## src/rtl/pc_fetch_unit.sv

```systemverilog
// -----------------------------------------------------------------------------
// pc_fetch_unit
//
// Purpose:
//   This block holds the architectural program counter and sequences fetch.
//   It uses the 2-bit next-instruction select from PC decode to choose one of
//   four next PCs:
//     - sequential (pc+1)
//     - jump-immediate
//     - jump-register
//     - taken branch (resolve_pc + sign-extended offset)
//   When a redirect is taken, flush is raised for FLUSH_CYCLES cycles. This
//   squashes the wrong-path instructions already held in IF/ID and ID/EX.
//   All PC arithmetic wraps modulo 2^ADDR_W.
//
// Parameters:
//   ADDR_W        PC / instruction-memory word-address width
//   OFF_W         signed branch offset width (words), OFF_W <= ADDR_W
//   RESET_PC      PC loaded by reset
//   FLUSH_CYCLES  number of cycles flush stays high after a redirect (1..7)
//
// Ports:
//   clk             system clock, rising edge
//   rst             synchronous active-high reset
//   sel_valid       next_instr_sel is meaningful this cycle
//   next_instr_sel  00 seq, 01 jump imm, 10 jump reg, 11 branch taken
//   resolve_pc      PC of the resolving control instruction
//   imm_target      absolute jump target
//   reg_target      register-file jump target (low ADDR_W bits used)
//   branch_offset   signed word offset relative to resolve_pc
//   stall           hazard stall, holds PC
//   pc              current fetch address (registered)
//   fetch_valid     instruction at pc is to be latched (combinational)
//   flush           squash IF/ID and ID/EX (registered)
//   redirect_count  saturating count of accepted redirects
//
// Optional feature:
//   Define PC_REDIRECT_COUNT_EN to build the redirect counter. When the macro
//   is not defined, redirect_count is tied to zero.
// -----------------------------------------------------------------------------
module pc_fetch_unit #(
    parameter int              ADDR_W       = 16,
    parameter int              OFF_W        = 12,
    parameter logic [ADDR_W-1:0] RESET_PC   = '0,
    parameter int              FLUSH_CYCLES = 2
) (
    input  logic              clk,
    input  logic              rst,
    input  logic              sel_valid,
    input  logic [1:0]        next_instr_sel,
    input  logic [ADDR_W-1:0] resolve_pc,
    input  logic [ADDR_W-1:0] imm_target,
    input  logic [31:0]       reg_target,
    input  logic [OFF_W-1:0]  branch_offset,
    input  logic              stall,
    output logic [ADDR_W-1:0] pc,
    output logic              fetch_valid,
    output logic              flush,
    output logic [15:0]       redirect_count
);

    localparam int CNT_W = 3;

    typedef enum logic [1:0] {
        ST_BOOT  = 2'd0,
        ST_RUN   = 2'd1,
        ST_FLUSH = 2'd2
    } state_t;

    state_t              state_q, state_d;
    logic [ADDR_W-1:0]   pc_q, pc_d;
    logic                flush_q, flush_d;
    logic [CNT_W-1:0]    cnt_q, cnt_d;
    logic                redirect;

    logic signed [OFF_W-1:0]  off_s;
    logic signed [ADDR_W-1:0] off_ext;
    logic [ADDR_W-1:0]        pc_inc;
    logic [ADDR_W-1:0]        br_target;
    logic [ADDR_W-1:0]        redirect_target;

    // Only the low ADDR_W bits of the register target are used.
    generate
        if (ADDR_W < 32) begin : g_unused_reg
            logic unused_reg_hi;
            assign unused_reg_hi = ^reg_target[31:ADDR_W];
        end
    endgenerate

    // Sign-extend the offset through a signed size cast. The wrapping add
    // then covers both the forward and the backward branch direction.
    assign off_s     = branch_offset;
    assign off_ext   = ADDR_W'(off_s);
    assign br_target = resolve_pc + $unsigned(off_ext);
    assign pc_inc    = pc_q + ADDR_W'(1);

    always_comb begin
        redirect_target = pc_inc;
        case (next_instr_sel)
            2'b01:   redirect_target = imm_target;
            2'b10:   redirect_target = reg_target[ADDR_W-1:0];
            2'b11:   redirect_target = br_target;
            default: redirect_target = pc_inc;
        endcase
    end

    always_ff @(posedge clk) begin
        if (rst) begin
            state_q <= ST_BOOT;
            pc_q    <= RESET_PC;
            flush_q <= 1'b0;
            cnt_q   <= '0;
        end else begin
            state_q <= state_d;
            pc_q    <= pc_d;
            flush_q <= flush_d;
            cnt_q   <= cnt_d;
        end
    end

    always_comb begin
        state_d  = state_q;
        pc_d     = pc_q;
        flush_d  = flush_q;
        cnt_d    = cnt_q;
        redirect = 1'b0;

        case (state_q)
            ST_BOOT: begin
                state_d = ST_RUN;
            end

            ST_RUN: begin
                // A redirect takes priority over stall.
                if (sel_valid && (next_instr_sel != 2'b00)) begin
                    redirect = 1'b1;
                    pc_d     = redirect_target;
                    flush_d  = 1'b1;
                    cnt_d    = CNT_W'(FLUSH_CYCLES - 1);
                    state_d  = ST_FLUSH;
                end else if (!stall) begin
                    pc_d = pc_inc;
                end
            end

            ST_FLUSH: begin
                // Selects in this state come from wrong-path instructions,
                // so they are ignored. The flush timer counts down even
                // while the pipeline is stalled.
                if (!stall) begin
                    pc_d = pc_inc;
                end
                if (cnt_q == '0) begin
                    flush_d = 1'b0;
                    state_d = ST_RUN;
                end else begin
                    cnt_d = cnt_q - CNT_W'(1);
                end
            end

            default: begin
                state_d = ST_BOOT;
            end
        endcase
    end

    assign pc          = pc_q;
    assign flush       = flush_q;
    assign fetch_valid = (state_q != ST_BOOT) && !stall;

`ifdef PC_REDIRECT_COUNT_EN
    logic [15:0] rcnt_q;

    function automatic logic [15:0] sat_inc16(input logic [15:0] v);
        return (v == 16'hFFFF) ? v : (v + 16'd1);
    endfunction

    always_ff @(posedge clk) begin
        if (rst) begin
            rcnt_q <= '0;
        end else if (redirect) begin
            rcnt_q <= sat_inc16(rcnt_q);
        end
    end

    assign redirect_count = rcnt_q;
`else
    logic unused_redirect;
    assign unused_redirect = redirect;
    assign redirect_count  = 16'd0;
`endif

endmodule
```

## config.mk

```make
export PLATFORM = sky130hd
export DESIGN_NAME = pc_fetch_unit
export DESIGN_NICKNAME = d
export VERILOG_FILES = /design/src/rtl/pc_fetch_unit.sv
export SDC_FILE = /design/constraint.sdc
export NUM_CORES = 1
export LEC_CHECK = 0
export CAP_MARGIN = 20
export CORE_MARGIN = 2
export CORE_UTILIZATION = 38
export DETAILED_ROUTE_END_ITERATION = 16
export PLACE_DENSITY = 0.79
export REMOVE_ABC_BUFFERS = 1
export SLEW_MARGIN = 20
export SYNTH_ARGS = -nofsm -noshare
export SYNTH_HDL_FRONTEND = slang
export SYNTH_SLANG_ARGS = --single-unit
```

## constraint.sdc

```tcl
create_clock -name clk -period 2.7 [get_ports clk]
set_input_delay 0.81 -clock clk [delete_from_list [all_inputs] [get_ports clk]]
set_output_delay 0.81 -clock clk [all_outputs]
set_load 0.02 [all_outputs]
```

Yosys cells after proc, flatten, opt, wreduce, memory -nomap -nowiden

Index checks and enable logic that the tools add are counted.

$add $sub $neg: 3
Equality and inequality tests: 8
Muxes and demuxes: 13
Reductions and logical operators: 11

Operators by type and width:

| cell                                                                  | count |
|---|---|
| 16-bit one-hot mux with 3 select lines                                | 1 |
| 16-bit 2-to-1 mux                                                     | 2 |
| 16-bit one-hot mux with 2 select lines                                | 1 |
| 16-bit by 1-bit adder with 16-bit output, second input constant       | 1 |
| 16-bit adder                                                          | 1 |
| 2-bit equality test, second input constant                            | 3 |
| 3-bit 2-to-1 mux                                                      | 2 |
| 2-bit != test, second input constant                                  | 3 |
| 2-bit one-hot mux with 3 select lines                                 | 1 |
| 3-bit one-hot mux with 2 select lines                                 | 1 |
| 3-bit AND reduction                                                   | 2 |
| 2-bit nonzero test                                                    | 3 |
| 2-bit by 1-bit equality test with 1-bit output, second input constant | 2 |
| 2-bit 2-to-1 mux                                                      | 2 |
| 3-bit logical NOT                                                     | 1 |
| 3-bit by 1-bit subtractor with 3-bit output, second input constant    | 1 |
| 1-bit logical AND                                                     | 2 |
| 2-bit logical NOT                                                     | 1 |
| 1-bit 2-to-1 mux                                                      | 2 |
| 1-bit one-hot mux with 2 select lines                                 | 1 |
| 2-bit AND reduction                                                   | 1 |
| 1-bit logical NOT                                                     | 1 |

Register bits after elaboration: 22
Output and inout port bits: 34
Word-level logic and storage cells: 39

Longest topological paths before layout

Depth in word-level cells: 4
Gate-level depth with buffers: 11

Worst setup path after synthesis

No wires, ideal clock.

Kind: in2reg
Start point: input port resolve_pc[0]
End point: register pc_q[14], in the netlist pc[14]
Library setup time: 67 ps
Arrival time: 2704 ps
Path slack: -71 ps
Cell stages on the path: 11
Cells stage by stage: ha_1 inv_1 fa_1 nand2b_1 a21oi_2 o41a_1 nand3_2 a31oi_2 a22o_1 mux2_4 o21ai_2

Cells in the longest elaborated chain, start to end: 4

Ends and longest elaborated chain:

| item                                   | RTL line | RTL |
|---|---|---|
| start, declared                        | 51       | `input logic [ADDR_W-1:0] resolve_pc,` |
| 16-bit adder                           | 94       | `assign br_target = resolve_pc + $unsigned(off_ext);` |
| 16-bit one-hot mux with 3 select lines | 99       | `case (next_instr_sel)` |
| 16-bit 2-to-1 mux                      | 135      | `if (sel_valid && (next_instr_sel != 2'b00)) begin` |
| 16-bit one-hot mux with 2 select lines | 128      | `case (state_q)` |
| end signal, assigned                   | 115      | `pc_q <= pc_d;` |
| end, declared                          | 71       | `logic [ADDR_W-1:0] pc_q, pc_d;` |

Every way passes these cells.
A chain may end at the register's enable or synchronous reset.

Final worst setup path

Start point: input port resolve_pc[6]
End point: register pc_q[15], in the netlist pc[15]

Same word-level chain as after synthesis.

==> results by group <==
Synth
  – Area leader, netlist: dfxtp_1
  – Syn Inst Count: 322
  – Ys flop type: dfxtp_1
  – Async set-reset flop share out of synthesis: 0%
  – #FFs+latches synth: 22
  – Post-Syn Area: 2410 µm²
  – Top post-synthesis cells by area: dfxtp_1 (18%), ha_1 (11%), a21oi_1 (6.8%)
  – Synthesized area per cell: 7.50 µm²
  – Yosys Warn Count: 0
  – Synth top area share: 18.2%
  – Post-synth EDFFs: 0
  – Yosys cell types: 59
  – Register area share after synthesis: 18.2%

CTS
  – CTS max path bufs: 2
  – Clock latency on the worst-skew pair: 270 ps
  – Clock Tree Root: clkbuf_8
  – TritonCTS clock tree: done
  – # hold bufs at CTS: 0
  – CTS HTree Levels: 1
  – TritonCTS Sinks: 22
  – Reg clk slew, reported paths: 80 ps
  – Total CTS buffers: 3

Finish
  – # diodes: 0
  – Commonest non-fill, non-tap cell in the layout: clkdlybuf4s50_1
  – Storage element area: 440 µm²
  – Most frequent cells in the layout: clkdlybuf4s50_1 (69), buf_4 (50), a21oi_1 (30), nand2_1 (27), dfxtp_1 (22)
  – Multi-input logic area: 1930 µm²
  – Synth-to-layout area growth: 57.0%
  – Layout cell share with drive strength beyond 1: 21.4%
  – Final Cell Area: 3790 µm²
  – Fin cells: 520
  – Fillers: 528
  – Final net count: 548

Power
  – Pleak: 1.54 nW
  – Max VDD drop: 0.368 mV
  – P per Cell Area: 445 nW/µm²

STA
  – F_max: 381 MHz
  – Final period util: 97.3%
  – Hold Violations, Final: 0
  – Clk_skew: 9.49 ps
  – Post-route minimum period: 2630 ps
  – Final setup fails: 0
  – Fin. max-slew vios: 0
  – RSZ-0062 raised after global routing: true

Floorplanning
  – Initial Util: 38.7%
  – Die width: 83.7 µm
  – CORE AREA: 6240 µm²
  – Die area: 7010 µm²
  – FP Rows: 29
  – Die Y: 83.7 µm
  – Ports: 116

Drt
  – DRT antenna net count: 0
  – Remaining DRCs: 0
  – Drt pass-1 iters: 4
  – Avg WL per Cell: 14.1 µm
  – Post-DR vias/cell: 5.38
  – Starting DRT DRC Count: 146
  – Final wirelength: 7330 µm
  – Via count: 2799

Hold path
  – Min-delay src: cnt_q[1]
  – Hold Path Stages: 2
  – Worst min path class: reg2reg
  – Hold Crit Endpoint: cnt_q[1]

Critical path
  – Reg2reg path depth: 9
  – Reg2reg end: pc[14]
  – Critical path's largest stage delay: 400 ps
  – Worst setup EP type: register
  – Delay-heaviest family, CP: buffers and inverters
  – Setup CP Type: in2reg
  – Crit-path cells: clkdlybuf4s50_1 -> ha_1 -> buf_4 -> nand2_1 -> nor3_1 -> a21oi_2 -> a21oi_2 -> a31oi_1 -> xnor2_1 -> o22ai_1
  – Levels on crit path: 10
  – Arr. time, crit path: 2760 ps
  – Reg-to-reg setup timing slack: 560 ps
  – Crit-path max FO: 3
  – CP Data Required Time: 2830 ps
  – Setup crit start kind: input port
  – RR Startpoint: pc[0]
  – Slowest cell on the critical path: clkdlybuf4s50_1
  – Buffers & Inverters on Critical Path: 2
  – Top cell by count, worst path: a21oi_2

GRT
  – First-pass GRT wire length: 12200 µm
  – Met2 Use GR: 39.1%
  – Met3 Use GR: 2.27%
  – Initial antenna violation count: 0
  – Grt total ovfl: 0
  – Number of global-route vias before repair: 2795
  – All-layer global routing usage: 20.6%
  – GRT met1 Usage: 24.5%
  – Largest net degree at the start of global routing: 24
  – GR peak layer: met2

Place
  – Area after DPL: 3570 µm²
  – Post-DP HPWL: 5760 µm
  – Placed Cells incl. Taps: 513
  – Buffers on Ports: 83
  – Routability cong.: 0.913

Status
  – Run status: finished clean

Run
  – MaxCap Viol Count: 0
==> power by group <==
part / internal (W) / switching (W) / total, W
Sequential: 0.000382 / 0.0000656 / 0.000448
Clock: 0.000130 / 0.000113 / 0.000243
Combinational: 0.000492 / 0.000504 / 0.000997
==> stage by stage <==
stage          setup WS, ps  utilization, %  total power (W)  hold slack, ps  setup TNS [ps]
3_5_place_dp           -736            57.2          0.00139             495           -6280
3_3_place_gp           -700            57.2          0.00137             466           -5630
6_report               73.6            60.8          0.00169             505               0
2_1_floorplan         -71.0               -         0.000957             455            -121
4_1_cts                27.9            59.3          0.00165             514               0
5_1_grt               -39.6            60.8          0.00181             535           -39.6
==> cells by family (layout without fill, tap and decap cells) <==
logic type / after synthesis / in the layout / share of synthesized area, %
muxes: 8 / 8 / 3.78
other: 1 / 16 / 0.155
and+or+nand+nor: 97 / 97 / 20.8
DFF: 22 / 22 / 18.2
AOI/OAI and AO/OA: 109 / 109 / 29.7
buffers and inverters: 48 / 154 / 10.2
adders and majority gates: 22 / 22 / 11.7
xor gates and xnor gates: 15 / 15 / 5.44
==> cell usage after synthesis, types with 3 or more instances <==
master,n
a21oi_1,33
nand2_1,27
dfxtp_1,22
ha_1,21
nor2_1,20
o21ai_0,20
inv_1,17
buf_4,16
nor3_1,15
xnor2_1,11
clkbuf_1,10
nand3_1,7
a211oi_1,6
a21o_1,6
a22oi_1,6
nand2b_1,6
a221oi_1,5
mux2_2,5
buf_2,4
nor2b_1,4
o21ai_1,4
xor2_1,4
a31oi_1,3
nand4_1,3
o32ai_1,3
==> repair_timing <==
item,in CTS,in global routing
gates resized for setup,32,20
pin swaps,15,11
setup buffers,1,2
endpoints found under the hold margin,0,0
setup endpoints to repair,11,7
==> per-layer routing <==
metal	vias up	wire (µm)
met1	1299	3040
met3	8	337
met4	0	72
met5	-	0
met2	101	3880
li1	1391	-
==> area by class of cell <==
| type | count | area share (%) |
|---|---|---|
| repair buffers | 133 | 31.8 |
| multi-input cells | 267 | 50.9 |
| flip-flops and latches | 22 | 11.6 |
| inverters | 17 | 1.68 |
| well taps | 77 | 2.54 |
| clock buffers | 4 | 1.45 |
==> worst max path at each step <==
stage,slack (ps),startpoint,endpoint
floorplan,-70,resolve_pc[0],pc[14]
global placement,-700,resolve_pc[0],pc[14]
detailed placement,-740,resolve_pc[0],pc[14]
CTS,30,branch_offset[0],pc[12]
global route,-40,resolve_pc[0],pc[10]
finish,70,resolve_pc[6],pc[15]
==> worst reg2reg max path, delay by kind of cell, from the launching register on <==
| family | cells | cell delay, ps |
|---|---|---|
| simple gates | 6 | 1160 |
| flops | 1 | 460 |
| fa+ha+maj | 1 | 190 |
| buf+inv | 1 | 160 |
| compound gates | 1 | 60 |
==> sequential cells by signal (all words and copies together), names as in the netlist <==
signal and cells:
flush 1, state_q 2, cnt_q 3, pc 16
(Power assumes the default switching activity.)
